### src/rtl/mtimer_clint_if.sv
// Register bus between the processor load/store path and the machine timer.
// One access per cycle on bus_sel; read data returns one cycle later with bus_rvalid.
interface mtimer_clint_if;
  logic        bus_sel;
  logic        bus_we;
  logic [3:0]  bus_addr;
  logic [31:0] bus_wdata;
  logic [31:0] bus_rdata;
  logic        bus_rvalid;

  modport master (
    output bus_sel,
    output bus_we,
    output bus_addr,
    output bus_wdata,
    input  bus_rdata,
    input  bus_rvalid
  );

  modport slave (
    input  bus_sel,
    input  bus_we,
    input  bus_addr,
    input  bus_wdata,
    output bus_rdata,
    output bus_rvalid
  );
endinterface

### src/rtl/mtimer_clint.sv
// RISC-V machine timer: prescaled 64-bit mtime, 64-bit mtimecmp and a registered
// level timer interrupt, programmed over a single-cycle select/write bus.
module mtimer_clint #(
  parameter int unsigned PRESCALE = 1,
  parameter int unsigned CNT_W    = 16
) (
  input  logic          clk,
  input  logic          rst,
  mtimer_clint_if.slave bus,
  output logic          timer_interrupt
);

  localparam int unsigned DATA_W = 32;
  localparam int unsigned TIME_W = 64;
  localparam logic [CNT_W-1:0] PRESC_LAST = CNT_W'(PRESCALE - 1);

  localparam logic [1:0] REG_MTIME_LO = 2'd0;
  localparam logic [1:0] REG_MTIME_HI = 2'd1;
  localparam logic [1:0] REG_CMP_LO   = 2'd2;
  localparam logic [1:0] REG_CMP_HI   = 2'd3;

  // Elaboration-time parameter legality
  if (PRESCALE == 0 || PRESCALE > 65535) begin : g_bad_prescale
    $error("mtimer_clint: PRESCALE must be within 1..65535");
  end
  if (CNT_W == 0 || (CNT_W < 64 && (64'(PRESCALE) - 64'd1) >= (64'd1 << CNT_W))) begin : g_bad_cnt_w
    $error("mtimer_clint: CNT_W too narrow to hold PRESCALE-1");
  end

  logic [CNT_W-1:0]  r_presc;
  logic [TIME_W-1:0] r_mtime;
  logic [TIME_W-1:0] r_mtimecmp;
  logic [DATA_W-1:0] r_hi_shadow;
  logic [DATA_W-1:0] r_rdata;
  logic              r_rvalid;
  logic              r_irq;

  logic              w_tick;
  logic              w_aligned;
  logic              w_wr;
  logic              w_rd;
  logic [1:0]        w_reg;
  logic [CNT_W-1:0]  w_presc_nxt;
  logic [TIME_W-1:0] w_mtime_nxt;
  logic [TIME_W-1:0] w_cmp_nxt;
  logic [DATA_W-1:0] w_shadow_nxt;
  logic [DATA_W-1:0] w_rdata_nxt;
  logic              w_rvalid_nxt;
  logic              w_irq_nxt;

  assign w_tick    = (r_presc == PRESC_LAST);
  assign w_aligned = (bus.bus_addr[1:0] == 2'b00);
  assign w_reg     = bus.bus_addr[3:2];
  assign w_wr      = bus.bus_sel & bus.bus_we & w_aligned;
  assign w_rd      = bus.bus_sel & ~bus.bus_we;

  // Next-state: bus writes override the tick increment of the same cycle
  always_comb begin
    w_presc_nxt  = w_tick ? '0 : r_presc + CNT_W'(1);
    w_mtime_nxt  = w_tick ? r_mtime + TIME_W'(1) : r_mtime;
    w_cmp_nxt    = r_mtimecmp;
    w_shadow_nxt = r_hi_shadow;
    w_rdata_nxt  = r_rdata;
    w_rvalid_nxt = w_rd;
    w_irq_nxt    = (r_mtime >= r_mtimecmp);

    if (w_wr) begin
      case (w_reg)
        REG_MTIME_LO: w_mtime_nxt = {r_mtime[TIME_W-1:DATA_W], bus.bus_wdata};
        REG_MTIME_HI: w_mtime_nxt = {bus.bus_wdata, r_mtime[DATA_W-1:0]};
        REG_CMP_LO:   w_cmp_nxt   = {r_mtimecmp[TIME_W-1:DATA_W], bus.bus_wdata};
        REG_CMP_HI:   w_cmp_nxt   = {bus.bus_wdata, r_mtimecmp[DATA_W-1:0]};
        default:      w_cmp_nxt   = r_mtimecmp;
      endcase
    end

    // Reading mtime_lo snapshots the upper half so a following hi read is coherent
    if (w_rd) begin
      w_rdata_nxt = '0;
      if (w_aligned) begin
        case (w_reg)
          REG_MTIME_LO: begin
            w_rdata_nxt  = r_mtime[DATA_W-1:0];
            w_shadow_nxt = r_mtime[TIME_W-1:DATA_W];
          end
          REG_MTIME_HI: w_rdata_nxt = r_hi_shadow;
          REG_CMP_LO:   w_rdata_nxt = r_mtimecmp[DATA_W-1:0];
          REG_CMP_HI:   w_rdata_nxt = r_mtimecmp[TIME_W-1:DATA_W];
          default:      w_rdata_nxt = '0;
        endcase
      end
    end
  end

  always_ff @(posedge clk or negedge rst) begin
    if (!rst) begin
      r_presc     <= '0;
      r_mtime     <= '0;
      r_mtimecmp  <= '1;
      r_hi_shadow <= '0;
      r_rdata     <= '0;
      r_rvalid    <= 1'b0;
      r_irq       <= 1'b0;
    end else begin
      r_presc     <= w_presc_nxt;
      r_mtime     <= w_mtime_nxt;
      r_mtimecmp  <= w_cmp_nxt;
      r_hi_shadow <= w_shadow_nxt;
      r_rdata     <= w_rdata_nxt;
      r_rvalid    <= w_rvalid_nxt;
      r_irq       <= w_irq_nxt;
    end
  end

  assign bus.bus_rdata    = r_rdata;
  assign bus.bus_rvalid   = r_rvalid;
  assign timer_interrupt  = r_irq;

endmodule
### src/flat_wrapper.sv
// flat-port wrapper written by rule: the top's interface ports become plain ports
module mtimer_clint_flat 
#(
  parameter int unsigned PRESCALE = 1,
  parameter int unsigned CNT_W    = 16
)
  (clk, rst, timer_interrupt, bus_bus_sel, bus_bus_we, bus_bus_addr, bus_bus_wdata, bus_bus_rdata, bus_bus_rvalid);
  mtimer_clint_if bus_i ();
  input  logic clk;
  input  logic rst;
  output logic timer_interrupt;
  input wire logic [$bits(bus_i.bus_sel)-1:0] bus_bus_sel;
  input wire logic [$bits(bus_i.bus_we)-1:0] bus_bus_we;
  input wire logic [$bits(bus_i.bus_addr)-1:0] bus_bus_addr;
  input wire logic [$bits(bus_i.bus_wdata)-1:0] bus_bus_wdata;
  output wire logic [$bits(bus_i.bus_rdata)-1:0] bus_bus_rdata;
  output wire logic [$bits(bus_i.bus_rvalid)-1:0] bus_bus_rvalid;
  assign bus_i.bus_sel = bus_bus_sel;
  assign bus_i.bus_we = bus_bus_we;
  assign bus_i.bus_addr = bus_bus_addr;
  assign bus_i.bus_wdata = bus_bus_wdata;
  assign bus_bus_rdata = bus_i.bus_rdata;
  assign bus_bus_rvalid = bus_i.bus_rvalid;
  mtimer_clint #(.PRESCALE(PRESCALE), .CNT_W(CNT_W)) u_core (.clk(clk), .rst(rst), .bus(bus_i), .timer_interrupt(timer_interrupt));
endmodule
### config.mk
export PLATFORM = sky130hd
export DESIGN_NAME = mtimer_clint_flat
export DESIGN_NICKNAME = d
export VERILOG_FILES = /design/src/rtl/mtimer_clint_if.sv /design/src/rtl/mtimer_clint.sv /design/src/flat_wrapper.sv
export SDC_FILE = /design/constraint.sdc
export NUM_CORES = 1
export LEC_CHECK = 0
export ABC_AREA = 1
export ABC_CLOCK_PERIOD_IN_PS = 2100
export CAP_MARGIN = 20
export CORE_MARGIN = 1
export CORE_UTILIZATION = 35
export CTS_CLUSTER_DIAMETER = 40
export DETAILED_ROUTE_END_ITERATION = 12
export GPL_ROUTABILITY_DRIVEN = 0
export SYNTH_ARGS = -nofsm -noshare
export SYNTH_HDL_FRONTEND = slang
export SYNTH_SLANG_ARGS = --single-unit
### constraint.sdc
create_clock -name clk -period 2.1 [get_ports clk]
set_input_delay 0.315 -clock clk [delete_from_list [all_inputs] [get_ports clk]]
set_output_delay 0.315 -clock clk [all_outputs]
set_load 0.005 [all_outputs]
==> key figures <==
Detailed routing
  – DR vias: 13428
  – Post-route DRC: 0
  – Final wirelength: 49300 um
  – Drt first pass iters: 6
  – Routed WL per cell: 20.1 um
  – DRT iter0 DRCs: 1297
  – Routed Antenna Nets: 0
  – Via density: 5.48

Floorplanning
  – Die W: 195 um
  – DIE HEIGHT: 195 um
  – Die area: 0.0381 mm2
  – # IOs: 74
  – # rows: 70
  – Core area: 0.0367 mm2
  – Initial Util: 35.6%

Layout
  – Final Cell Area: 0.0171 mm2
  – Synthesis-to-finish area growth: 30.9%
  – Finished Layout Cells: 2449
  – Share of cells above drive strength 1: 19.4%
  – Antenna fix cells: 0
  – # fillers: 3550
  – Fin nets: 2055
  – Commonest cells after routing, fill and taps aside: nand2_1 (373), o21ai_0 (253), inv_1 (232)
  – Commonest non-fill, non-tap cell in the layout: nand2_1

Timing
  – Final hold viol count: 0
  – Fin. max-slew vios: 0
  – Post-route worst setup slack: -32.2 ps
  – Fmax: 469 MHz
  – Worst hold margin: 308 ps
  – Tmin final: 2130 ps
  – Clk_skew: 18.5 ps
  – Number of setup violations in the final report: 1
  – Worst-Margin Slew: 483 ps
  – Slew HR: 67.5%
  – Unrepaired setup endpoints after global routing: true
  – Tcrit/Tclk final: 102%
  – Post-route setup TNS: -32.2 ps

Job
  – Max cap viols: 0

Place
  – Post-DP HPWL: 37900 um
  – DP Worst Slack: -94.4 ps
  – Post-Place Cell Area: 0.0155 mm2
  – Placed cell count: 2366
  – Port buffer count: 73

Yosys
  – Syn Inst Count: 1735
  – Syn Nets: 1842
  – Number of synthesized flops with an enable pin: 0
  – Seq/Total Area, Yosys: 40.8%
  – Total number of yosys warnings: 0
  – Synth area leaders: dfrtp_1 (28%), dfstp_2 (13%), nand2_1 (11%)
  – Fraction of registers with async set/reset: 100%
  – Synthesized area per cell: 7.53 um2
  – Top FF cell, synth: dfrtp_1
  – Synth Register Bits: 210
  – Yosys top cell area share: 27.9%
  – Synth area leader: dfrtp_1
  – Post-Syn Area: 0.0131 mm2
  – Synth unique cells: 43

GRT
  – Tot GR Track Use: 25.7%
  – GRT overflow: 0
  – Initial antenna violation count: 0
  – Number of global-route vias before repair: 12747
  – First-pass GRT wire length: 74800 um
  – Pin count of the biggest net entering global routing: 59

Worst setup path
  – Critical-path maximum fanout: 5
  – Worst setup SP type: flop
  – CP cell instances: inv_2 > ha_4 > inv_2 > nor2_2 > nand2_2 > nor2_4 > nand2_4 > nor2_4 > nand4_1 > buf_4 > nor2_2 > nor2_1 > nand2_1 > a21oi_1
  – R2R cell count: 14
  – Crit path capture: u_core.r_mtime[42]
  – R2R Setup Slk: -30 ps
  – Worst Setup SP: u_core.r_presc[0]
  – Slowest cell on crit path: dfrtp_1
  – Critical Path RT: 2500 ps
  – Worst r2r dst: u_core.r_mtime[42]
  – R2R Path Start: u_core.r_presc[0]
  – Worst setup EP type: flop
  – CP Buf/Inv Count: 3
  – Critical path arrival: 2530 ps
  – Critical setup path kind: reg -> reg
  – Crit path depth: 14
  – Cell family with most CP delay: simple AND/OR/NAND/NOR gates
  – Critical Path Max Stage Delay: 380 ps

Clock network
  – Longest Clk Path Bufs: 3
  – Htree depth: 2
  – CTS tree: built
  – Worst-path clk slew: 60 ps
  – Num Clock Sinks: 210
  – Root buffer cell: clkbuf_16
  – Num CTS Buffers: 42
  – Clk_lat worst skew: 530 ps

Power and ir drop
  – Pwr Density: 998 mW/mm2
  – Peak supply drop: 0.495 mV
  – Leakage: 7.88 nW

Status
  – Status: complete, but fails checks
  – Failing checks: setup timing

Hold path
  – HP Class: in -> async
[routing by layer]
metal / routed length, um / track usage (%)
met1: 21500 / 36.2
met2: 21600 / 39.3
met3: 4180 / 3.90
met4: 1970 / 10.8
met5: 0 / 0
[final cells by class]
| type | instances | area [um2] | share of cell area (%) |
|---|---|---|---|
| multi-input combinational | 1219 | 6720 | 39.3 |
| sequential | 210 | 5350 | 31.3 |
| timing repair buffer | 233 | 2160 | 12.7 |
| clock buffer | 54 | 1170 | 6.82 |
| inverter | 242 | 908 | 5.31 |
| tap | 468 | 586 | 3.42 |
| clock inverter | 23 | 215 | 1.26 |
[cells by family (layout without fill, tap and decap cells)]
family                     after synthesis  count (layout)  share of synthesized area (%)
adders and majority gates               67              67                           6.41
buffers and inverters                  306             552                           9.01
and+or+nand+nor                        694             694                           23.0
DFF                                    210             210                           40.8
AOI/OAI and AO/OA                      419             419                           18.2
xor gates and xnor gates                39              39                           2.61
[power breakdown]
part           switching, mW  internal, mW  leakage (nW)  total [mW]
registers              0.863          4.98          2.49        5.85
clock network           2.31          4.20         0.669        6.51
logic                   2.82          1.89          4.72        4.71
total                   5.99          11.1          7.88        17.1
[synthesized netlist by cell type (2+ instances only)]
cell type / instances
a211oi_1: 2
a21oi_1: 59
a221oi_1: 26
a22oi_1: 36
buf_2: 13
clkbuf_1: 47
dfrtp_1: 146
dfstp_2: 64
ha_1: 67
inv_1: 235
inv_2: 6
nand2_1: 378
nand2_2: 9
nand2_4: 2
nand3_1: 67
nand3b_1: 2
nand4_1: 34
nor2_1: 147
nor2_2: 10
nor2_4: 10
nor3_1: 19
nor3_2: 3
nor4_1: 7
o2111ai_1: 3
o211ai_1: 12
o21ai_0: 258
o21ai_1: 7
o221ai_1: 10
o22ai_1: 4
or2_2: 2
xnor2_1: 8
xor2_1: 31
[metrics by stage]
step	util [%]	power, mW
2_1_floorplan	-	8.08
4_1_cts	46.1	17.0
5_1_grt	46.6	18.0
3_3_place_gp	42.3	10.2
6_report	46.6	17.1
3_5_place_dp	42.3	10.4
[state kept, by name (all words and copies together) (netlist names)]
signal / flops
u_core.r_hi_shadow: 32
u_core.bus.bus_rvalid: 1
u_core.r_mtimecmp: 64
u_core.r_presc: 16
u_core.timer_interrupt: 1
u_core.bus.bus_rdata: 32
u_core.r_mtime: 64
[what timing repair did]
item | CTS | global route
setup endpoints to repair | 2 | 44
hold buffers | 1 | 0
hold endpoints to repair | 24 | 0
pin swaps | 1 | 16
gates resized for setup | 2 | 52
cloned | 0 | 0
setup buffers | 0 | 5
[how the worst min path moves through the flow]
stage / startpoint / to / slack [ps] / cells after the start
3_3_place_gp: rst / u_core.bus.bus_rdata[27] / 280 / 1
5_1_grt: rst / u_core.bus.bus_rdata[31] / 320 / 2
4_1_cts: rst / u_core.bus.bus_rdata[24] / 310 / 2
3_5_place_dp: rst / u_core.bus.bus_rdata[26] / 280 / 1
6_report: rst / u_core.bus.bus_rdata[24] / 310 / 2
2_1_floorplan: rst / u_core.bus.bus_rdata[0] / 20 / 0
No activity file was read; power rests on OpenSTA's default activity.
